===== src/rtl/pb_debouncer.sv =====
// pb_debouncer: two-flop synchronizer plus four-state debounce FSM with press/release strobes
module pb_debouncer #(
  parameter int DB_CYCLES = 1000000,
  parameter int CNT_W     = 20
) (
  input  logic clk,
  input  logic rst,
  input  logic pbIn,
  output logic pbOut,
  output logic pressEv,
  output logic releaseEv
);
  typedef enum logic [1:0] {LOW, DEB_H, HIGH, DEB_L} state_t;
  localparam logic [CNT_W-1:0] LAST = CNT_W'(DB_CYCLES - 1);
  logic s1, s2;
  state_t state;
  logic [CNT_W-1:0] cnt;
  // bring the asynchronous pin into the clk domain; only s2 is used downstream
  always_ff @(posedge clk or negedge rst) begin
    if (!rst) begin
      s1 <= 1'b0;
      s2 <= 1'b0;
    end else begin
      s1 <= pbIn;
      s2 <= s1;
    end
  end
  // accept a level only after DB_CYCLES consecutive stable samples; any disagreement restarts the window
  always_ff @(posedge clk or negedge rst) begin
    if (!rst) begin
      state     <= LOW;
      cnt       <= '0;
      pbOut     <= 1'b0;
      pressEv   <= 1'b0;
      releaseEv <= 1'b0;
    end else begin
      pressEv   <= 1'b0;
      releaseEv <= 1'b0;
      case (state)
        LOW: if (s2) begin
          state <= DEB_H;
          cnt   <= '0;
        end
        DEB_H: if (!s2) begin
          state <= LOW;
          cnt   <= '0;
        end else if (cnt == LAST) begin
          state   <= HIGH;
          cnt     <= '0;
          pbOut   <= 1'b1;
          pressEv <= 1'b1;
        end else cnt <= cnt + CNT_W'(1);
        HIGH: if (!s2) begin
          state <= DEB_L;
          cnt   <= '0;
        end
        DEB_L: if (s2) begin
          state <= HIGH;
          cnt   <= '0;
        end else if (cnt == LAST) begin
          state     <= LOW;
          cnt       <= '0;
          pbOut     <= 1'b0;
          releaseEv <= 1'b1;
        end else cnt <= cnt + CNT_W'(1);
        default: begin
          state <= LOW;
          cnt   <= '0;
          pbOut <= 1'b0;
        end
      endcase
    end
  end
endmodule


===== config.mk =====
export PLATFORM = sky130hd
export DESIGN_NAME = pb_debouncer
export DESIGN_NICKNAME = d
export VERILOG_FILES = /design/src/rtl/pb_debouncer.sv
export SDC_FILE = /design/constraint.sdc
export NUM_CORES = 1
export LEC_CHECK = 0
export ABC_AREA = 1
export CAP_MARGIN = 20
export CORE_MARGIN = 10
export CORE_UTILIZATION = 60
export CTS_BUF_LIST = sky130_fd_sc_hd__clkbuf_4 sky130_fd_sc_hd__clkbuf_8 sky130_fd_sc_hd__clkbuf_16
export DETAILED_ROUTE_END_ITERATION = 10
export MAX_ROUTING_LAYER = met4
export PLACE_DENSITY = 0.83
export REMOVE_ABC_BUFFERS = 1
export SLEW_MARGIN = 20
export SYNTH_ARGS = -nofsm -noshare
export SYNTH_HDL_FRONTEND = slang
export SYNTH_SLANG_ARGS = --single-unit
export TNS_END_PERCENT = 10

===== constraint.sdc =====
create_clock -name clk -period 1.7 [get_ports clk]
set_clock_uncertainty 0.1 [all_clocks]
set_input_delay 0.17 -clock clk [delete_from_list [all_inputs] [get_ports clk]]
set_output_delay 0.17 -clock clk [all_outputs]
set_load 0.01 [all_outputs]

==> results.py, run 1 <==
metrics = {
    "clocking": {
        "insertion_delay_ns": 0.34,
        "clk_path_buf_depth": 2,
        "clock-sinks": 27,
        "cts_inserted_buffers": 3,
        "cts.clk_slew.worst_paths_ns": 0.15,
        "cts_tree": "yes",
        "htree_num_levels": 1,
        "clockRootBuffer": "clkbuf_4",
    },
    "logic_synthesis": {
        "synth_top_area_share_pct": 42.3,
        "synth_area_sq_um": 1600,
        "yosysWarnings": 0,
        "synth.distinct_cells": 20,
        "yosysSeqAreaShare_pct": 42.3,
        "syn_area_per_cell_sq_um": 7.29,
        "synth-edff-count": 0,
        "synthTopCellsByCount": "nand2_1 (82), dfrtp_1 (27), inv_1 (20), nor2_1 (20), nand3_1 (17)",
        "synth_flop_cell": "dfrtp_1",
        "synth_area_leader_cell": "dfrtp_1",
        "ys_top_cells_by_area": "dfrtp_1 (42%), nand2_1 (19%), nand3_1 (5.3%)",
        "synth_cells": 219,
        "synth.most_common_cell": "nand2_1",
        "ys_ff_latch": 27,
        "synth_async_sr_flop_share_pct": 100,
    },
    "final_layout": {
        "fin_cells": 267,
        "num-nets-final": 242,
        "antennaDiodeCount": 0,
        "final_area_sq_um": 1820,
        "fillers": 190,
        "area_growth_pct": 13.9,
        "layout-drive-gt1-share_pct": 17.3,
    },
    "power": {
        "p_seq_share_pct": 55.1,
        "p_int_uw": 875,
        "ir_drop_v": 0.000590,
        "p_leak_uw": 0.000815,
        "p_clk_share_pct": 22.2,
        "p_sw_uw": 425,
        "switching_share_pct": 32.7,
        "p_per_area_nw_per_um2": 715,
        "comb_power_share_pct": 22.7,
    },
    "critical_path": {
        "crit_type": "reg -> reg",
        "r2r_start": "cnt[1]$_DFFE_PN0P_",
        "crit_required_ns": 1.82,
        "rrSetupSlack_ns": 0.06,
        "worstSetupEndpointType": "register",
        "crit_path_max_incr_delay_ns": 0.44,
        "slowest_stage": "dfrtp_1",
        "reg2reg_depth": 6,
        "reg2reg_to": "cnt[8]$_DFFE_PN0P_",
        "cp_max_fo": 5,
        "path_cells": "ha_4 -> nand3_2 -> nor2_4 -> nand4_1 -> nand2_2 -> o21ai_0",
        "path_delay_family": "simple AND/OR/NAND/NOR gates",
        "crit_buf_inv": 0,
        "cp.arrival_ns": 1.76,
        "startpoint_type": "register",
    },
    "flow_run": {
        "cap_violations": 0,
    },
    "timing": {
        "tightest_slew_ns": 0.535,
        "setup_slack_ns": 0.0626,
        "timing.fmax_ghz": 0.611,
        "finalMaxSlewViolations": 0,
        "finalSetupTns_ns": 0,
        "post-route-min-period_ns": 1.64,
        "slew_headroom_pct": 64.3,
        "final-hold-violation-count": 0,
        "setup_viol": 0,
        "fin_crit_sh_pct": 96.3,
        "rsz0062_at_grt": "yes",
    },
    "floorplan": {
        "io_pins": 6,
        "start_util_pct": 63.9,
        "die_area_sq_um": 5120,
        "die_w_um": 71.6,
        "core_area_sq_um": 2500,
        "fp.dieH_um": 71.6,
        "rows": 18,
    },
    "placement": {
        "postPlaceCellArea_sq_um": 1730,
        "place_congestion": 0.894,
        "io_buffers": 5,
        "place_inst": 260,
        "post-dp-hpwl_um": 2510,
        "pre_cts_slack_ns": -0.0386,
    },
    "detailed_routing": {
        "firstDrtPassIters": 4,
        "drcViolationCount": 0,
        "drtIter0Drc": 101,
        "vias_per_cell": 5.25,
        "vias": 1401,
        "finalWirelength_um": 3400,
        "final_antenna_net_count": 0,
        "wl_per_cell_um": 12.7,
    },
    "grt": {
        "grt_max_degree": 28,
        "grt_usage_pct": 13.9,
        "antenna_found_initial": 0,
        "grt.overflow.total": 0,
        "grt_pass1_vias": 1342,
        "grt_pass1_wl_um": 5880,
    },
    "min_path": {
        "hold_path.class": "in -> async",
    },
    "status": {
        "status": "finished, final reports clean",
    },
}
state kept, by name, indices dropped and copies added, names as in the netlist, named ones only:
signal,cells
pbOut,1
state,1
releaseEv,1
cnt,20
s1,1
s2,1
pressEv,1
worst register-to-register path: cells and delay by family, from the launching register on:
kind,cells,cell delay (ns)
AOI/OAI and AO/OA,1,0.10
adders and majority gates,1,0.17
DFF,1,0.44
and+or+nand+nor,4,0.72
worst max-delay path by stage:
stage                                       to  cells past startpoint               start
after floorplan           state[0]$_DFFE_PN0P_                      6  cnt[0]$_DFFE_PN0P_
after CTS                  cnt[10]$_DFFE_PN0P_                      6  cnt[1]$_DFFE_PN0P_
after global routing        cnt[9]$_DFFE_PN0P_                      6  cnt[1]$_DFFE_PN0P_
final                       cnt[8]$_DFFE_PN0P_                      6  cnt[1]$_DFFE_PN0P_
after global placement     cnt[10]$_DFFE_PN0P_                      6  cnt[1]$_DFFE_PN0P_
after detailed placement   cnt[14]$_DFFE_PN0P_                      6        s2$_DFF_PN0_
per-layer routing:
metal / GRT usage, % / share of wire [%]
met1: 16.7 / 47
met2: 23.2 / 49
met3: 2.34 / 3.1
met4: 4.30 / 1.3
met5: - / 0
power groups by stage:
stage	Combinational [uW]	Sequential, uW	Clock (uW)
after floorplan	120	730	0
after CTS	257	708	296
after detailed placement	252	718	0
final	295	717	288
after global routing	327	722	317
after global placement	241	716	0
cell families after synthesis:
| logic type | count (synthesis) | share of synthesized area [%] |
|---|---|---|
| AOI/OAI and AO/OA | 15 | 5.17 |
| xor gates and xnor gates | 8 | 4.39 |
| adders and majority gates | 1 | 0.784 |
| buffers and inverters | 25 | 6.50 |
| DFF | 27 | 42.3 |
| and+or+nand+nor | 143 | 40.8 |
per-stage QoR:
step	power (uW)	hold slack (ns)	util (%)
floorplan	850	-0.226	-
global placement	957	0.236	69.2
detailed placement	970	0.237	69.2
CTS	1260	0.0850	70.6
global route	1370	0.0967	72.8
finish	1300	0.0778	72.8
what timing repair did:
item | 4_1_cts | 5_1_grt
resized for setup | 2 | 9
hold buffers | 0 | 0
setup endpoints to repair | 20 | 23
pin swaps | 0 | 3
cloned | 0 | 1
setup buffers | 0 | 2
layout make-up:
cell class,instances,area (sq um),share of cell area [%]
inverter,22,82.6,4.54
tap,30,37.5,2.06
sequential,27,676,37.1
clock inverter,1,7.51,0.413
timing repair buffer,16,133,7.29
clock buffer,3,22.5,1.24
multi-input combinational,168,861,47.3
placed cells by master, fill, tap and decap left out, types with 2 or more instances in the layout:
cell type	instances
inv_2	2
buf_4	11
nand3_2	2
xnor2_1	3
clkdlybuf4s50_1	5
nand2_2	6
nor2_4	7
nor2_2	6
nand2_1	81
xor2_1	5
o21ai_0	9
nor2_1	17
clkbuf_4	3
dfrtp_1	27
o21bai_1	3
nand3_1	16
nand4_1	7
inv_1	20
o21ai_1	2
(Power assumes the default switching activity.)
==> inputs of run 2 (changes only) <==
Settings changed: ABC_CLOCK_PERIOD_IN_PS from default to 1700, SKIP_LAST_GASP from default to 1.
==> results.py, run 2 (synthesis gave the netlist of run 1 again) <==
metrics = {
    "critical_path": {
        "crit_end": "cnt[8]$_DFFE_PN0P_",
        "reg2reg_depth": 6,
        "setup.worst_path.start": "cnt[1]$_DFFE_PN0P_",
        "reg2reg_to": "cnt[8]$_DFFE_PN0P_",
        "slowest_stage": "dfrtp_1",
        "worstSetupEndpointType": "register",
        "cp.arrival_ns": 1.75,
        "path_cells": "ha_4 -> nand3_2 -> nor2_4 -> nand4_1 -> nand2_2 -> o21ai_0",
        "crit_path_max_incr_delay_ns": 0.44,
        "crit_buf_inv": 0,
        "crit_type": "reg -> reg",
        "path_delay_family": "simple AND/OR/NAND/NOR gates",
        "startpoint_type": "register",
        "crit_required_ns": 1.83,
        "rrSetupSlack_ns": 0.08,
        "critical_path_depth": 6,
        "cp_max_fo": 5,
        "r2r_start": "cnt[1]$_DFFE_PN0P_",
    },
    "detailed_routing": {
        "drcViolationCount": 0,
        "vias": 1415,
        "firstDrtPassIters": 4,
        "final_antenna_net_count": 0,
        "drtIter0Drc": 116,
        "wl_per_cell_um": 13.0,
        "vias_per_cell": 5.30,
        "finalWirelength_um": 3470,
    },
    "timing": {
        "setup_viol": 0,
        "finalMaxSlewViolations": 0,
        "rsz0062_at_grt": "yes",
        "timing.fmax_ghz": 0.616,
        "slew_headroom_pct": 65.1,
        "tightest_slew_ns": 0.523,
        "post-route-min-period_ns": 1.62,
        "finalSetupTns_ns": 0,
        "final-hold-violation-count": 0,
        "fin_crit_sh_pct": 95.5,
    },
    "clocking": {
        "cts_inserted_buffers": 3,
        "htree_num_levels": 1,
        "ctsHoldBuffers": 0,
        "clk_path_buf_depth": 2,
        "insertion_delay_ns": 0.34,
        "cts_tree": "yes",
        "clock-sinks": 27,
        "clockRootBuffer": "clkbuf_4",
        "cts.clk_slew.worst_paths_ns": 0.16,
    },
    "grt": {
        "grt_max_degree": 28,
        "grt.overflow.total": 0,
        "antenna_found_initial": 0,
        "grt_pass1_vias": 1332,
        "grt_usage_pct": 13.9,
        "grt_pass1_wl_um": 5850,
    },
    "placement": {
        "io_buffers": 5,
        "place_inst": 260,
        "place_congestion": 0.894,
        "post-dp-hpwl_um": 2510,
    },
    "floorplan": {
        "rows": 18,
        "die_area_sq_um": 5120,
        "start_util_pct": 63.9,
        "core_area_sq_um": 2500,
        "fp.dieH_um": 71.6,
        "die_w_um": 71.6,
        "io_pins": 6,
    },
    "final_layout": {
        "layout-drive-gt1-share_pct": 17.3,
        "regMostFlops": "cnt",
        "largest_register_ffs": 20,
        "antennaDiodeCount": 0,
        "layout_commonest_cell": "nand2_1",
        "area_growth_pct": 13.6,
        "fillers": 190,
        "fin_cells": 267,
        "num-nets-final": 242,
        "mostFrequentLayoutCells": "nand2_1 (81), dfrtp_1 (27), inv_1 (20)",
    },
    "power": {
        "p_leak_uw": 0.000815,
        "ir_drop_v": 0.000608,
        "design_power_total_uw": 1310,
        "p_per_area_nw_per_um2": 722,
    },
    "status": {
        "status": "finished, final reports clean",
    },
    "min_path": {
        "hold_path.class": "in -> async",
    },
    "flow_run": {
        "cap_violations": 0,
    },
}
[run 2: power breakdown]
part           leakage [uW]  switching (uW)  total (uW)  internal (uW)
clock network     0.0000139             207         297           90.3
registers          0.000369            38.6         717            678
logic              0.000432             189         295            107
[run 2: through the flow]
step	hold slack, ns	instance area (sq um)	setup slack, ns	util (%)
after floorplan	-0.226	1580	0.180	-
after global placement	0.236	1730	0.0231	69.2
after detailed placement	0.237	1730	-0.0386	69.2
after CTS	0.0850	1760	-0.0598	70.5
after global routing	0.0969	1810	-0.0444	72.6
final	0.0716	1810	0.0760	72.6
[run 2: worst reg2reg max path, cell delays in order, from the launching register on]
cell     delay, ns
dfrtp_1       0.44
ha_4          0.17
nand3_2       0.09
nor2_4        0.18
nand4_1       0.24
nand2_2       0.20
o21ai_0       0.10
[run 2: how the worst min path moves through the flow]
stage,cells past startpoint,slack [ns],startpoint,end
final,2,0.07,rst,cnt[1]$_DFFE_PN0P_
after global routing,2,0.1,rst,async pin
after CTS,2,0.09,rst,cnt[1]$_DFFE_PN0P_
after detailed placement,0,0.24,s1$_DFF_PN0_,s2$_DFF_PN0_
after global placement,0,0.24,s1$_DFF_PN0_,s2$_DFF_PN0_
after floorplan,0,-0.23,rst,async pin
[run 2: final cells by class]
cell class | instances | area (sq um) | area share, %
Tap cell | 30 | 37.5 | 2.07
Inverter | 22 | 82.6 | 4.55
Sequential cell | 27 | 676 | 37.2
Clock buffer | 3 | 22.5 | 1.24
Clock inverter | 1 | 7.51 | 0.414
Multi-Input combinational cell | 168 | 856 | 47.2
Timing Repair Buffer | 16 | 133 | 7.31
[run 2: layer usage]
layer | vias up | track usage (%) | wire, um
li1 | 725 | - | -
met1 | 659 | 16.7 | 1660
met2 | 24 | 23.0 | 1680
met3 | 7 | 2.34 | 88
met4 | 0 | 4.30 | 51
met5 | - | - | 0
[run 2: repair_timing]
| action | in CTS | in global routing |
|---|---|---|
| endpoints found under the setup margin | 20 | 23 |
| gates cloned | 0 | 1 |
| pin swaps | 0 | 3 |
| gates resized for setup | 1 | 7 |
| endpoints found under the hold margin | 0 | 0 |
| buffers inserted | 0 | 2 |
==> inputs of run 3 (changes only) <==
Settings changed: ABC_CLOCK_PERIOD_IN_PS 1700 to 1310, CORE_UTILIZATION 60 to 54, CTS_CLUSTER_DIAMETER from default to 50, PLACE_DENSITY 0.83 to 0.79, SETUP_SLACK_MARGIN from default to 0.15.
Clock period 1.7 ns to 1.31 ns, I/O delays scaled along.
==> results.py, run 3 (synthesis gave the netlist of run 1 again) <==
metrics = {
    "floorplan": {
        "die_w_um": 74.4,
        "io_pins": 6,
        "rows": 19,
        "start_util_pct": 57.4,
        "core_area_sq_um": 2780,
        "fp.dieH_um": 74.4,
        "die_area_sq_um": 5530,
    },
    "placement": {
        "place_congestion": 0.902,
        "post-dp-hpwl_um": 2680,
        "postPlaceCellArea_sq_um": 2000,
        "io_buffers": 5,
    },
    "clocking": {
        "clockRootBuffer": "clkbuf_4",
        "cts.clk_slew.worst_paths_ns": 0.16,
        "htree_num_levels": 1,
        "ctsHoldBuffers": 0,
        "clk_path_buf_depth": 2,
        "cts_tree": "yes",
        "cts_inserted_buffers": 3,
        "insertion_delay_ns": 0.33,
        "clock-sinks": 27,
    },
    "timing": {
        "timing.fmax_ghz": 0.650,
        "setup_slack_ns": -0.228,
        "finalMaxSlewViolations": 0,
        "fin_crit_sh_pct": 117,
        "rsz0062_at_grt": "yes",
        "tightest_slew_ns": 0.288,
        "setup_viol": 28,
        "post-route-min-period_ns": 1.54,
        "final-hold-violation-count": 0,
        "slew_headroom_pct": 80.8,
    },
    "grt": {
        "grt_max_degree": 28,
        "grt_pass1_vias": 1484,
        "grt_pass1_wl_um": 6660,
        "antenna_found_initial": 0,
        "grt.overflow.total": 0,
        "grt_usage_pct": 15.3,
    },
    "critical_path": {
        "cp.arrival_ns": 1.68,
        "startpoint_type": "register",
        "crit_required_ns": 1.45,
        "worstSetupEndpointType": "register",
        "crit_type": "reg -> reg",
        "cp_max_fo": 5,
    },
    "final_layout": {
        "fillers": 188,
        "largest_register_ffs": 20,
        "mostFrequentLayoutCells": "nand2_1 (80), buf_4 (41), dfrtp_1 (25)",
        "num-nets-final": 276,
        "regMostFlops": "cnt",
        "final_area_sq_um": 2130,
        "antennaDiodeCount": 0,
        "layout-drive-gt1-share_pct": 28.8,
        "area_growth_pct": 33.2,
        "final_util_pct": 76.5,
        "layout_commonest_cell": "nand2_1",
    },
    "power": {
        "p_sw_uw": 592,
        "p_clk_share_pct": 20.9,
        "p_seq_share_pct": 50.8,
        "p_leak_uw": 0.00102,
        "p_int_uw": 1240,
        "p_per_area_nw_per_um2": 861,
        "comb_power_share_pct": 28.3,
        "ir_drop_v": 0.000896,
        "switching_share_pct": 32.3,
    },
    "detailed_routing": {
        "final_antenna_net_count": 0,
        "wl_per_cell_um": 12.8,
        "firstDrtPassIters": 4,
        "vias": 1540,
        "drtIter0Drc": 140,
        "vias_per_cell": 5.10,
        "finalWirelength_um": 3860,
        "drcViolationCount": 0,
    },
    "min_path": {
        "hold_path.class": "in -> async",
    },
    "flow_run": {
        "cap_violations": 0,
    },
    "status": {
        "violations": "negative setup slack",
        "status": "finished, violations left",
    },
}
[run 3: path summary, 6_finish.rpt]
path                       slack, ns                from                 end  depth (start not counted)
max in group asynchronous       0.92                 rst  cnt[5]$_DFFE_PN0P_                          2
hold / removal                  0.01                 rst  cnt[9]$_DFFE_PN0P_                          2
hold reg to reg                 0.27        s1$_DFF_PN0_        s2$_DFF_PN0_                          0
setup reg to reg               -0.23  cnt[0]$_DFFE_PN0P_  cnt[0]$_DFFE_PN0P_                          7
setup / recovery               -0.23  cnt[0]$_DFFE_PN0P_  cnt[0]$_DFFE_PN0P_                          7
min in group clk                0.13                pbIn        s1$_DFF_PN0_                          1
[run 3: power by group through the flow]
stage,logic (uW),clock network (uW),registers [uW]
after floorplan,156,0,947
after global placement,412,0,927
after detailed placement,414,0,931
after CTS,450,387,917
after global routing,558,416,940
final,518,384,931
[run 3: what timing repair did]
item                       4_1_cts  5_1_grt
pin swaps                        6        5
gates resized for setup         20        6
setup endpoints to repair       28       28
gates cloned                     0        0
setup buffers                    2        2
[run 3: metrics by stage]
stage | cells | setup TNS [ns] | total power, uW | hold WS (ns) | setup WS [ns]
5_1_grt | 302 | -7.51 | 1910 | 0.0282 | -0.323
3_5_place_dp | 294 | -3.52 | 1350 | 0.240 | -0.205
4_1_cts | 300 | -4.43 | 1750 | 0.0295 | -0.190
3_3_place_gp | 294 | -2.73 | 1340 | 0.232 | -0.153
6_report | 302 | -4.52 | 1830 | 0.0133 | -0.228
2_1_floorplan | 216 | -4.41 | 1100 | -0.265 | -0.210
[run 3: final cells by class]
cell class / count / area, sq um / share of cell area [%]
clock buffers: 3 / 22.5 / 1.06
clock inverters: 1 / 7.51 / 0.353
inverters: 22 / 82.6 / 3.88
multi-input cells: 167 / 866 / 40.7
flip-flops and latches: 27 / 678 / 31.9
well taps: 31 / 38.8 / 1.82
repair buffers: 51 / 432 / 20.3
[run 3: critical path: stages, from the launching register on]
cell and delay, ns:
dfrtp_1 0.44, ha_4 0.17, nand3_2 0.10, nor2_4 0.14, nand4_1 0.16, nand2_2 0.13
buf_6 0.13, o21ai_1 0.07
[run 3: layer usage]
metal | GRT usage [%] | share of wire [%] | up-vias
met5 | - | 0 | -
met4 | 3.66 | 1.0 | 0
met3 | 2.39 | 2.4 | 5
met2 | 26.0 | 52 | 12
met1 | 18.3 | 45 | 732
li1 | - | - | 791
